===== config.mk =====
export PLATFORM = sky130hd
export DESIGN_NAME = fifo_reader
export DESIGN_NICKNAME = d
export VERILOG_FILES = /design/src/rtl/fifo_reader.sv
export SDC_FILE = /design/constraint.sdc
export NUM_CORES = 1
export LEC_CHECK = 0
export BUFFER_PORTS_ARGS = -buffer_cell sky130_fd_sc_hd__buf_4
export CAP_MARGIN = 20
export CORE_UTILIZATION = 31
export CTS_CLUSTER_DIAMETER = 120
export DETAILED_ROUTE_END_ITERATION = 12
export GPL_TIMING_DRIVEN = 1
export PLACE_DENSITY = 0.55
export SETUP_SLACK_MARGIN = 0.02
export SLEW_MARGIN = 20
export SYNTH_ARGS = -nofsm -noshare
export SYNTH_HDL_FRONTEND = slang
export SYNTH_SLANG_ARGS = --single-unit

===== constraint.sdc =====
create_clock -name clk -period 1.8 [get_ports clk]
set_input_delay 0.09 -clock clk [delete_from_list [all_inputs] [get_ports clk]]
set_output_delay 0.09 -clock clk [all_outputs]
set_load 0.02 [all_outputs]

===== src/rtl/fifo_reader.sv =====
// Pulls words from a registered-read FIFO into a 3-entry skid buffer and
// streams them downstream on a valid/ready interface. Define FIFO_READER_CNT_EN
// to add the 16-bit rd_count transfer counter.
module fifo_reader #(
    parameter int width = 8
) (
    input  logic             clk,
    input  logic             rst,
    input  logic             enable,
    input  logic             fifo_empty,
    input  logic [width-1:0] fifo_data,
    output logic             fifo_rd_en,
    input  logic             m_ready,
    output logic             m_valid,
    output logic [width-1:0] m_data,
`ifdef FIFO_READER_CNT_EN
    output logic [15:0]      rd_count,
`endif
    output logic             busy
);

    typedef enum logic [1:0] {IDLE, ACTIVE, DRAIN} state_t;

    state_t           state_q, state_d;
    logic [1:0]       occ_q, occ_d;
    logic             inflight_q, inflight_d;
    logic [1:0]       wr_idx_q, wr_idx_d;
    logic [1:0]       rd_idx_q, rd_idx_d;
    logic [width-1:0] buf_q [3];
    logic [width-1:0] buf_d [3];
    logic             capture, transfer;

    function automatic logic [1:0] inc3(input logic [1:0] i);
        return (i == 2'd2) ? 2'd0 : i + 2'd1;
    endfunction

    // Credit check counts the in-flight word so the buffer can never overflow.
    assign fifo_rd_en = (state_q == ACTIVE) && !fifo_empty &&
                        ((3'(occ_q) + 3'(inflight_q)) < 3'd3);
    assign capture    = inflight_q;
    assign m_valid    = (occ_q != 2'd0);
    assign m_data     = buf_q[rd_idx_q];
    assign transfer   = m_valid && m_ready;
    assign busy       = (state_q != IDLE);

    always_comb begin
        state_d    = state_q;
        occ_d      = occ_q;
        inflight_d = fifo_rd_en && !fifo_empty;
        wr_idx_d   = wr_idx_q;
        rd_idx_d   = rd_idx_q;
        buf_d      = buf_q;

        unique case (state_q)
            IDLE:    if (enable) state_d = ACTIVE;
            ACTIVE:  if (!enable) state_d = DRAIN;
            DRAIN: begin
                if (enable)                             state_d = ACTIVE;
                else if (!inflight_q && occ_q == 2'd0) state_d = IDLE;
            end
            default: state_d = IDLE;
        endcase

        if (capture) begin
            buf_d[wr_idx_q] = fifo_data;
            wr_idx_d        = inc3(wr_idx_q);
        end
        if (transfer) rd_idx_d = inc3(rd_idx_q);

        if (capture && !transfer)      occ_d = occ_q + 2'd1;
        else if (!capture && transfer) occ_d = occ_q - 2'd1;
    end

    always_ff @(posedge clk) begin
        if (rst) begin
            state_q    <= IDLE;
            occ_q      <= 2'd0;
            inflight_q <= 1'b0;
            wr_idx_q   <= 2'd0;
            rd_idx_q   <= 2'd0;
            for (int i = 0; i < 3; i++) buf_q[i] <= '0;
        end else begin
            state_q    <= state_d;
            occ_q      <= occ_d;
            inflight_q <= inflight_d;
            wr_idx_q   <= wr_idx_d;
            rd_idx_q   <= rd_idx_d;
            buf_q      <= buf_d;
        end
    end

`ifdef FIFO_READER_CNT_EN
    logic [15:0] rd_count_q, rd_count_d;

    always_comb begin
        rd_count_d = rd_count_q;
        if (transfer) rd_count_d = rd_count_q + 16'd1;
    end

    always_ff @(posedge clk) begin
        if (rst) rd_count_q <= 16'd0;
        else     rd_count_q <= rd_count_d;
    end

    assign rd_count = rd_count_q;
`endif

endmodule

### Yosys cells after proc, flatten, opt, wreduce, memory -nomap -nowiden

Index checks and enable logic that the tools add are counted.

* logic and storage cells: 58
* memories: 0
* bits in latches: 0
* register bits: 33
* input port bits: 13
* RAM bits: 0
* bits in read-only memories: 0

* reductions and logical operators: 17
* div/mod/pow operators: 0
* bitwise gates (word level): 2
* $lt $le $gt $ge: 4
* equal/unequal tests: 7
* multiplexer cells: 15
* multipliers: 0
* shift-type cells: 0
* add/subtract/negate cells: 5

Operators with widths (count)
* 24-bit bitwise mux: 1
* 8-bit 2-to-1 mux: 3
* 8-bit binary-select mux with 2-bit select: 1
* 8-bit demux with 2-bit select: 1
* 2-bit 2-to-1 mux: 8
* 1-bit logical AND: 8
* 2-bit by 1-bit adder with 2-bit output, second input constant: 3
* 2-bit equality test, second input constant: 3
* 3-bit greater-or-equal comparator, second input constant: 2
* 2-bit inverter with 3-bit output: 2
* 2-bit one-hot mux with 3 select lines: 1
* 2-bit nonzero test: 3
* 2-bit logical NOT: 2
* 2-bit inequality test, second input constant: 2
* 2-bit by 1-bit adder with 3-bit output: 1
* 1-bit logical NOT: 3
* 3-bit by 1-bit less-than comparator with 1-bit output, second input constant: 1
* 3-bit by 2-bit less-than comparator with 1-bit output, second input constant: 1
* 3-bit inequality test, second input constant: 1
* 3-bit AND reduction: 1
* 2-bit by 1-bit equality test with 1-bit output, second input constant: 1
* 2-bit by 1-bit subtractor with 2-bit output, second input constant: 1

### Longest topological paths before layout

Gate-level depths: netlist of the first run.

* depth in word-level cells: 6
* depth in mapped cells: 5
* mapped depth without buffers: 5

### Least setup slack after synthesis of the first run

No wires, ideal clock.

* path kind: reg2reg
* start point: register occ_q[0]
* end point: register inflight_q, in the netlist capture
* path slack: 218 ps
* path buffers: 0
* stages on the path, launching flop included: 5
* data arrival time: 1516 ps
* required time: 1734 ps
* setup time: 66 ps
* cell sequence: dfxtp_1 ha_1 ha_1 a2111oi_4 nor2b_1

* longest elaborated chain between the ends: 4

Ends and longest elaborated chain
* start, declared: RTL line 25 `logic [1:0] occ_q, occ_d;`
* start signal, assigned: RTL line 77 `occ_q <= 2'd0;`
* start signal, assigned: RTL line 84 `occ_q <= occ_d;`
* 2-bit by 1-bit adder with 3-bit output: RTL line 39 `((3'(occ_q) + 3'(inflight_q)) < 3'd3);`
* 3-bit by 2-bit less-than comparator with 1-bit output: RTL line 39
* 1-bit logical AND: RTL line 38 `assign fifo_rd_en = (state_q == ACTIVE) && !fifo_empty &&`
* named net fifo_rd_en: RTL line 12 `output logic fifo_rd_en,`
* 1-bit logical AND: RTL line 49 `inflight_d = fifo_rd_en && !fifo_empty;`
* end signal, assigned: RTL line 85 `inflight_q <= inflight_d;`
* end, declared: RTL line 26 `logic inflight_q, inflight_d;`

The timed path passes the listed nets, and every way through them passes these cells.
A chain may end at the register's enable or synchronous reset.

### Final worst setup path of the first run

* start point: register occ_q[0]
* end point: output fifo_rd_en

* longest elaborated chain between the ends: 3

Ends and longest elaborated chain (RTL line)
* 2-bit by 1-bit adder with 3-bit output: 39
* 3-bit by 2-bit less-than comparator with 1-bit output: 39
* 1-bit logical AND: 38
* end, declared: 12

No other way between the ends.

==> results of run 1 <==
## final cells by class
class                      instances  share of cell area
sequential                        33               0.371
clock buffer                       7              0.0479
tap                               52              0.0361
timing repair buffer              30               0.126
multi-input combinational        105               0.414
inverter                           2             0.00417
## power by group through the flow
stage               Sequential [mW]  Combinational [mW]  Clock, mW
floorplan                     0.798               0.185          0
CTS                           0.803               0.271      0.578
global placement              0.815               0.256          0
detailed placement            0.817               0.268          0
global route                  0.812               0.294      0.615
finish                        0.809               0.273      0.556
## flip-flops by register name (all words and copies together), names as in the netlist
register  flops
rd_idx_q      2
buf_q        24
state_q       2
capture       1
occ_q         2
wr_idx_q      2
## cell usage after synthesis (all sizes together) (3+ instances only)
cell    count
mux2i      32
dfxtp      33
nor2       26
clkbuf      5
o21ai      11
ha          3
a21oi       5
nand2      11
buf         5
nor2b       3
## metrics by stage
step	hold slack, ns	setup slack (ns)
2_1_floorplan	0.168	0.218
3_3_place_gp	0.269	0.315
3_5_place_dp	0.270	0.275
4_1_cts	0.0582	0.0401
5_1_grt	0.0695	0.0359
6_report	0.0670	0.105
## routing by layer
metal | routed length (microns) | GRT usage | vias to the layer above | part of all wire
li1 | - | - | 558 | -
met5 | 0 | 0 | - | 0
met1 | 1440 | 0.169 | 534 | 0.44
met3 | 100 | 0.0534 | 8 | 0.030
met2 | 1710 | 0.255 | 22 | 0.52
met4 | 55 | 0.0622 | 0 | 0.017
## critical path: cells and delay by family, from the launching register on
kind | cells | cell delay, ns
AO/OA/AOI/OAI | 1 | 0.35
flip-flops | 1 | 0.37
buffers and inverters | 1 | 0.20
adder cells (fa/ha/maj) | 2 | 0.42
## cells in the final DEF, fill, tap and decap left out
| cell | synthesis | routed |
|---|---|---|
| a2111oi_4 | 1 | 1 |
| a211oi_1 | 2 | 2 |
| a21oi_1 | 4 | 4 |
| a21oi_2 | 1 | 1 |
| buf_4 | 3 | 29 |
| clkbuf_1 | 5 | 1 |
| clkbuf_8 | 0 | 6 |
| dfxtp_1 | 33 | 31 |
| dfxtp_4 | 0 | 2 |
| dlygate4sd3_1 | 0 | 1 |
| ha_1 | 3 | 1 |
| ha_2 | 0 | 1 |
| ha_4 | 0 | 1 |
| inv_1 | 2 | 2 |
| mux2i_1 | 32 | 32 |
| nand2_1 | 11 | 11 |
| nand2b_1 | 1 | 1 |
| nand3b_1 | 2 | 2 |
| nor2_1 | 26 | 26 |
| nor2b_1 | 3 | 3 |
| nor3b_2 | 1 | 1 |
| o21ai_0 | 10 | 10 |
| o21ai_2 | 1 | 1 |
| or2_2 | 2 | 2 |
| or3_1 | 2 | 2 |
| or3b_1 | 1 | 1 |
| xor2_1 | 2 | 2 |
## logic make-up (layout without fill, tap and decap cells)
family          count (synthesis)  count (layout)  share of synthesized area
compound gates                 19              19                     0.0898
xor+xnor                        2               2                     0.0121
fa+ha+maj                       3               3                     0.0259
buf+inv                        12              39                     0.0397
flops                          33              33                      0.456
mux                            32              32                      0.221
simple gates                   49              49                      0.155
## what timing repair did
item / CTS / global route
endpoints found under the setup margin: 1 / 1
buffers inserted: 0 / 0
endpoints found under the hold margin: 1 / 0
pin swaps: 1 / 1
gates resized for setup: 2 / 4
hold buffers: 1 / 0
## worst max-delay path by stage
| stage | endpoint | slack [ns] | depth (start not counted) |
|---|---|---|---|
| 6_report | fifo_rd_en | 0.10 | 4 |
| 5_1_grt | fifo_rd_en | 0.04 | 4 |
| 3_5_place_dp | fifo_rd_en | 0.28 | 4 |
| 4_1_cts | fifo_rd_en | 0.04 | 4 |
| 3_3_place_gp | fifo_rd_en | 0.31 | 4 |
| 2_1_floorplan | capture | 0.22 | 4 |
==> impl_metrics.yaml, run 1 <==
finish:
  seqCellArea_sq_um: 668
  diodes: 0
  final_util: 0.408
  drive_gt1_frac: 0.254
  layout.cells.non_filler: 229
  area_growth_pct: 24.3
  fin_area_sq_um: 1800
  nets: 193
  multi_input_area_sq_um: 746
  nFillCells: 437
critical_path:
  startpoint_type: "flip-flop"
  critPathCaptureType: "output port"
  r2r.worst_path.cells: 4
  crit_fanout: 5
  startpoint: "occ_q[0]"
  r2r_slack_ns: 0.31
  cp_slowest_stage_delay_ns: 0.37
  crit_path_top_delay_cell: "dfxtp_4"
  crit_arrival_ns: 1.61
  r2r-end: "occ_q[1]"
  critPathKind: "reg2out"
  required_ns: 1.71
  path_cells: "ha_2 > ha_4 > a2111oi_4 > buf_4"
  r2r_start: "occ_q[1]"
clocking:
  path_clk_slew_ns: 0.07
  clock_latency_ns: 0.28
  cts_inserted_buffers: 5
  clock-sinks: 33
  htree_levels: 2
  cts_tree: "built"
  clk_path_buf_depth: 2
  cts_root_buf: "clkbuf_8"
placed_design:
  placed_area_sq_um: 1680
  dp.cells: 221
  port_buffers: 23
  hpwl_mm: 2.32
  gp_congestion: 0.667
power:
  switchingPower_mw: 0.440
  p_leak_nw: 0.799
  pwr-share-clk: 0.340
  p_sw_frac: 0.268
  p_seq_frac: 0.494
  power.density_nw_per_um2: 910
  p_comb_frac: 0.167
  p_total_mw: 1.64
  vdd_ir_drop_max_mv: 0.486
  intPower_mw: 1.20
floorplan:
  rows: 24
  start_util: 0.328
  die_h_microns: 70.4
  die_area_sq_um: 4950
  io_pins: 24
  die_w_microns: 70.4
  core_area_sq_um: 4410
sta:
  hold_violations: 0
  rsz0062_at_grt: "no"
  min_period_over_period: 0.942
  report.final.slew_viol_count: 0
  slew_headroom: 0.752
  tns_ns: 0
  setup_viol: 0
  tightest_slew_ns: 0.372
  skew_ns: 0.00648
  max_freq_mhz: 590
  fin_crit_ns: 1.70
routing:
  routedWlPerCell_microns: 14.5
  dr.pass1.iters: 4
  ant_nets: 0
  drcViolationCount: 0
  totalWireLength_mm: 3.31
  drt_iter0_markers: 39
  avgViaCountPerCell: 4.90
  num_vias: 1122
run_status:
  status: "finished, final reports clean"
worst_hold_path:
  hold_path.startpoint: "fifo_data[7]"
  holdPathStages: 3
  min_to: "buf_q[15]"
  hold_path_class: "in2reg"
flow_run:
  max_cap_viol_count: 0
grt:
  overflow: 0
  grt_pass1_wl_mm: 5.60
  grt_pass1_vias: 1183
  antenna_found_initial: 0
  grt_max_degree: 34
  grt_use_total: 0.150
logic_synthesis:
  synth-edff-count: 0
  ys_seq_area_frac: 0.456
  synth_area_sq_um: 1450
  yosys_register_bits: 33
  yosysTopAreaCell: "dfxtp_1"
  synth_cells: 150
  syn_avg_cell_area_sq_um: 9.66
  async_reset_ff_frac: 0
  synth.area.top_cells: "dfxtp_1 46%, mux2i_1 22%, nor2_1 6.7%"
  syn-num-nets: 166
  synth_top_flop_cell: "dfxtp_1"
  synth.distinct_cells: 24
  synth_top_area_frac: 0.456
  yosysWarnings: 0
Note: power is estimated with default switching activity, not from simulation.
==> inputs of run 2 (changes only) <==
--- a/config.mk
+++ b/config.mk
@@ -7,13 +7,12 @@
 export LEC_CHECK = 0
 export BUFFER_PORTS_ARGS = -buffer_cell sky130_fd_sc_hd__buf_4
 export CAP_MARGIN = 20
+export CORE_ASPECT_RATIO = 0.75
 export CORE_UTILIZATION = 31
-export CTS_CLUSTER_DIAMETER = 120
 export DETAILED_ROUTE_END_ITERATION = 12
 export GPL_TIMING_DRIVEN = 1
 export PLACE_DENSITY = 0.55
 export SETUP_SLACK_MARGIN = 0.02
-export SLEW_MARGIN = 20
 export SYNTH_ARGS = -nofsm -noshare
 export SYNTH_HDL_FRONTEND = slang
 export SYNTH_SLANG_ARGS = --single-unit
==> run 2 against run 1 <==
Compared with the run above: first-iteration DRC count fell by 7.7%; combinational power barely moved; non-clock buffer count rose by 1; design area rose by 2.4%; clock power rose by 28%; largest power group unchanged; global-route usage fell by 1.3 points; critical endpoint unchanged.
==> impl_metrics.yaml, run 2 (synthesis results as in run 1) <==
run_status:
  status: "finished, final reports clean"
floorplan:
  die_area_sq_um: 4950
  rows: 21
  core_area_sq_um: 4470
  io_pins: 24
  die_w_microns: 80.9
  start_util: 0.324
  die_h_microns: 61.2
finish:
  drive_gt1_frac: 0.263
  layout_commonest_cell: "mux2i_1"
  nFillCells: 443
  nets: 194
  area_growth_pct: 27.3
  mostFrequentLayoutCells: "32 x mux2i_1, 31 x dfxtp_1, 30 x buf_4, 26 x nor2_1, 11 x nand2_1"
  largest_register_ffs: 24
  top_register: "buf_q"
  diodes: 0
  final_util: 0.413
routing:
  drt_iter0_markers: 36
  dr.pass1.iters: 6
  drcViolationCount: 0
  totalWireLength_mm: 3.05
  routedWlPerCell_microns: 12.9
  num_vias: 1137
  ant_nets: 0
  avgViaCountPerCell: 4.82
critical_path:
  path_cells: "ha_2 > ha_4 > a2111oi_4 > buf_4"
  critPathKind: "reg2out"
  crit_arrival_ns: 1.61
  crit_fanout: 5
  crit_path_top_delay_cell: "dfxtp_4"
  startpoint_type: "flip-flop"
  required_ns: 1.71
  cp_slowest_stage_delay_ns: 0.37
  critPathCaptureType: "output port"
grt:
  use_met2: 0.228
  grt_pass1_wl_mm: 4.93
  antenna_found_initial: 0
  grt_use_met1: 0.159
  grt_max_degree: 34
  grt_use_total: 0.137
  gr-usage-met3: 0.0489
  overflow: 0
  grt_pass1_vias: 1108
  grt-busiest-layer: "met2"
sta:
  skew_ns: 0.00604
  tns_ns: 0
  max_freq_mhz: 587
  min_period_over_period: 0.946
  slew_headroom: 0.729
  hold_violations: 0
  setup_viol: 0
  tightest_slew_ns: 0.406
  report.final.slew_viol_count: 0
  rsz0062_at_grt: "no"
  fin_crit_ns: 1.70
clocking:
  cts_inserted_buffers: 5
  clock_latency_ns: 0.28
  cts_root_buf: "clkbuf_8"
  clock-sinks: 33
  cts_tree: "built"
  htree_levels: 2
  clk_path_buf_depth: 2
  path_clk_slew_ns: 0.07
placed_design:
  gp_congestion: 0.726
  hpwl_mm: 2.14
  port_buffers: 23
power:
  p_leak_nw: 0.819
  power.density_nw_per_um2: 971
  vdd_ir_drop_max_mv: 0.400
  p_total_mw: 1.79
flow_run:
  max_cap_viol_count: 0
worst_hold_path:
  hold_path_class: "in2reg"
==> run 2: worst paths after layout <==
| check | slack, ns | start | cells after the start | to |
|---|---|---|---|---|
| worst min register to register | 0.48 | state_q[1] | 1 | state_q[0] |
| worst max register to register | 0.30 | occ_q[1] | 4 | occ_q[1] |
| worst min-delay path | 0.06 | fifo_data[7] | 3 | buf_q[15] |
| worst max-delay path | 0.1 | occ_q[0] | 4 | fifo_rd_en |
==> run 2: final cells by class <==
class | count | area [sq um] | area share
tap | 57 | 71.3 | 0.0387
sequential | 33 | 668 | 0.362
clock buffer | 7 | 86.3 | 0.0468
inverter | 2 | 7.51 | 0.00407
timing repair buffer | 31 | 235 | 0.128
multi-input combinational | 105 | 746 | 0.404
clock inverter | 1 | 30.0 | 0.0163
==> run 2: power by group <==
part	leakage (nW)	switching, mW	internal (mW)
Sequential	0.268	0.0501	0.762
Clock	0.0585	0.258	0.451
Combinational	0.492	0.135	0.135
==> run 2: worst max-delay path, delay by kind of cell, from the launching register on <==
family                   cells  cell delay (ns)
flip-flops                   1             0.37
adder cells (fa/ha/maj)      2             0.42
buffers and inverters        1             0.20
AO/OA/AOI/OAI                1             0.35
==> run 2: timing repair <==
item                                    CTS  global route
hold buffers                              1             0
resized for setup                         2             4
endpoints found under the setup margin    1             1
endpoints found under the hold margin     1             0
pin swaps                                 1             1
setup buffers                             0             0
==> run 2: through the flow <==
step | setup slack, ns | cells | hold slack [ns] | cell area [sq um]
after floorplan | 0.218 | 150 | 0.168 | 1450
after global placement | 0.312 | 227 | 0.269 | 1700
after detailed placement | 0.280 | 227 | 0.272 | 1700
after CTS | 0.0440 | 236 | 0.0552 | 1820
after global routing | 0.0372 | 236 | 0.0632 | 1840
final | 0.0977 | 236 | 0.0632 | 1840
==> run 2: per-layer routing <==
| layer | vias to the layer above | share of wire |
|---|---|---|
| met2 | 16 | 0.47 |
| met5 | - | 0 |
| met1 | 550 | 0.47 |
| li1 | 565 | - |
| met4 | 0 | 0.015 |
| met3 | 6 | 0.036 |
==> inputs of run 3 (changes only) <==
--- a/config.mk
+++ b/config.mk
@@ -9,6 +9,7 @@
 export CAP_MARGIN = 20
 export CORE_ASPECT_RATIO = 0.75
 export CORE_UTILIZATION = 31
+export CTS_BUF_LIST = sky130_fd_sc_hd__clkbuf_8
 export DETAILED_ROUTE_END_ITERATION = 12
 export GPL_TIMING_DRIVEN = 1
 export PLACE_DENSITY = 0.55
==> run 3 against run 2 <==
Compared with the run above: die area did not move; clock power shrank 0.7%; cell count did not move; hold slack hardly changed; core utilization unchanged; sequential power barely moved; critical endpoint unchanged; highest routed layer unchanged.
==> impl_metrics.yaml, run 3 (synthesis results as in run 1) <==
run_status:
  status: "finished, final reports clean"
sta:
  rsz0062_at_grt: "no"
  max_freq_mhz: 587
  tightest_slew_ns: 0.406
  hold_slack_ns: 0.0629
  min_period_over_period: 0.946
  tns_ns: 0
  slew_headroom: 0.729
  skew_ns: 0.00604
  hold_violations: 0
  setup_viol: 0
  report.final.slew_viol_count: 0
  fin_crit_ns: 1.70
flow_run:
  max_cap_viol_count: 0
routing:
  drcViolationCount: 0
  num_vias: 1137
  totalWireLength_mm: 3.05
  dr_wl_met3_microns: 111
  routedWlPerCell_microns: 12.9
  routed-wl-met2_mm: 1.45
  avgViaCountPerCell: 4.82
  drt_iter0_markers: 36
  dr.pass1.iters: 6
  routed.top_layer: "met4"
  ant_nets: 0
  m1WireLength_mm: 1.45
finish:
  diodes: 0
  largest_register_ffs: 24
  nets: 194
  nFillCells: 443
  layout_commonest_cell: "mux2i_1"
  top_register: "buf_q"
  fin_area_sq_um: 1840
  drive_gt1_frac: 0.263
  area_growth_pct: 27.3
  multi_input_area_sq_um: 746
  final_util: 0.413
  mostFrequentLayoutCells: "32 x mux2i_1, 31 x dfxtp_1, 30 x buf_4, 26 x nor2_1, 11 x nand2_1"
  seqCellArea_sq_um: 668
clocking:
  clock-sinks: 33
  cts_root_buf: "clkbuf_8"
  cts_setup_buffers: 0
  htree_levels: 2
  clk_path_buf_depth: 2
  clock_latency_ns: 0.28
  cts_inserted_buffers: 5
  cts_tree: "built"
  path_clk_slew_ns: 0.07
grt:
  grt_use_total: 0.137
  grt_pass1_vias: 1108
  overflow: 0
  antenna_found_initial: 0
  grt_pass1_wl_mm: 4.93
  grt_max_degree: 34
critical_path:
  crit_arrival_ns: 1.61
  crit_path_top_delay_cell: "dfxtp_4"
  cp_slowest_stage_delay_ns: 0.37
  crit_fanout: 5
  critPathCaptureType: "output port"
  path_cells: "ha_2 > ha_4 > a2111oi_4 > buf_4"
  required_ns: 1.71
  critPathKind: "reg2out"
  startpoint_type: "flip-flop"
power:
  vdd_ir_drop_max_mv: 0.400
  p_total_mw: 1.79
  p_leak_nw: 0.823
  power.density_nw_per_um2: 968
floorplan:
  core_area_sq_um: 4470
  die_area_sq_um: 4950
  io_pins: 24
  die_h_microns: 61.2
  rows: 21
  start_util: 0.324
  die_w_microns: 80.9
placed_design:
  placed_area_sq_um: 1700
  hpwl_mm: 2.14
  gp_congestion: 0.726
  port_buffers: 23
worst_hold_path:
  hold_path_class: "in2reg"
-- run 3: cell count changes in the layout (fill, tap and decap cells not counted) --
cell | before | now
inv_1 | 2 | 3
clkbuf_1 | 1 | 0
-- run 3: cell type report --
type,count,share of cell area
Tap cell,57,0.0387
Timing Repair Buffer,31,0.128
Multi-Input combinational cell,105,0.404
Inverter,2,0.00407
Clock inverter,2,0.0183
Sequential cell,33,0.362
Clock buffer,6,0.0448
-- run 3: layer usage --
metal,vias to the layer above,track usage
met5,-,0
li1,565,-
met4,0,0.0663
met2,16,0.228
met3,6,0.0489
met1,550,0.159
-- run 3: metrics by stage --
| stage | worst slack [ns] | cells |
|---|---|---|
| 2_1_floorplan | 0.218 | 150 |
| 3_3_place_gp | 0.312 | 227 |
| 4_1_cts | 0.0440 | 236 |
| 5_1_grt | 0.0372 | 236 |
| 3_5_place_dp | 0.280 | 227 |
| 6_report | 0.0977 | 236 |
-- run 3: report_power, final --
group	switching [mW]	internal [mW]
clock network	0.258	0.445
logic	0.135	0.135
registers	0.0501	0.762
total	0.443	1.34
-- run 3: path summary, 6_finish.rpt --
check	startpoint	to	slack, ns	cells after the start
setup / recovery	occ_q[0]	fifo_rd_en	0.1	4
hold / removal	fifo_data[7]	buf_q[15]	0.06	3
setup reg to reg	occ_q[1]	occ_q[1]	0.30	4
hold reg to reg	state_q[1]	state_q[0]	0.48	1
-- run 3: timing repair --
| item | CTS | global route |
|---|---|---|
| hold endpoints to repair | 1 | 0 |
| resized for setup | 2 | 4 |
| hold buffers | 1 | 0 |
| pin swaps | 1 | 1 |
| endpoints found under the setup margin | 1 | 1 |
-- run 3: worst max-delay path: cells and delay by family, from the launching register on --
family | cells | cell delay, ns
buf+inv | 1 | 0.20
fa+ha+maj | 2 | 0.42
flops | 1 | 0.37
compound gates | 1 | 0.35
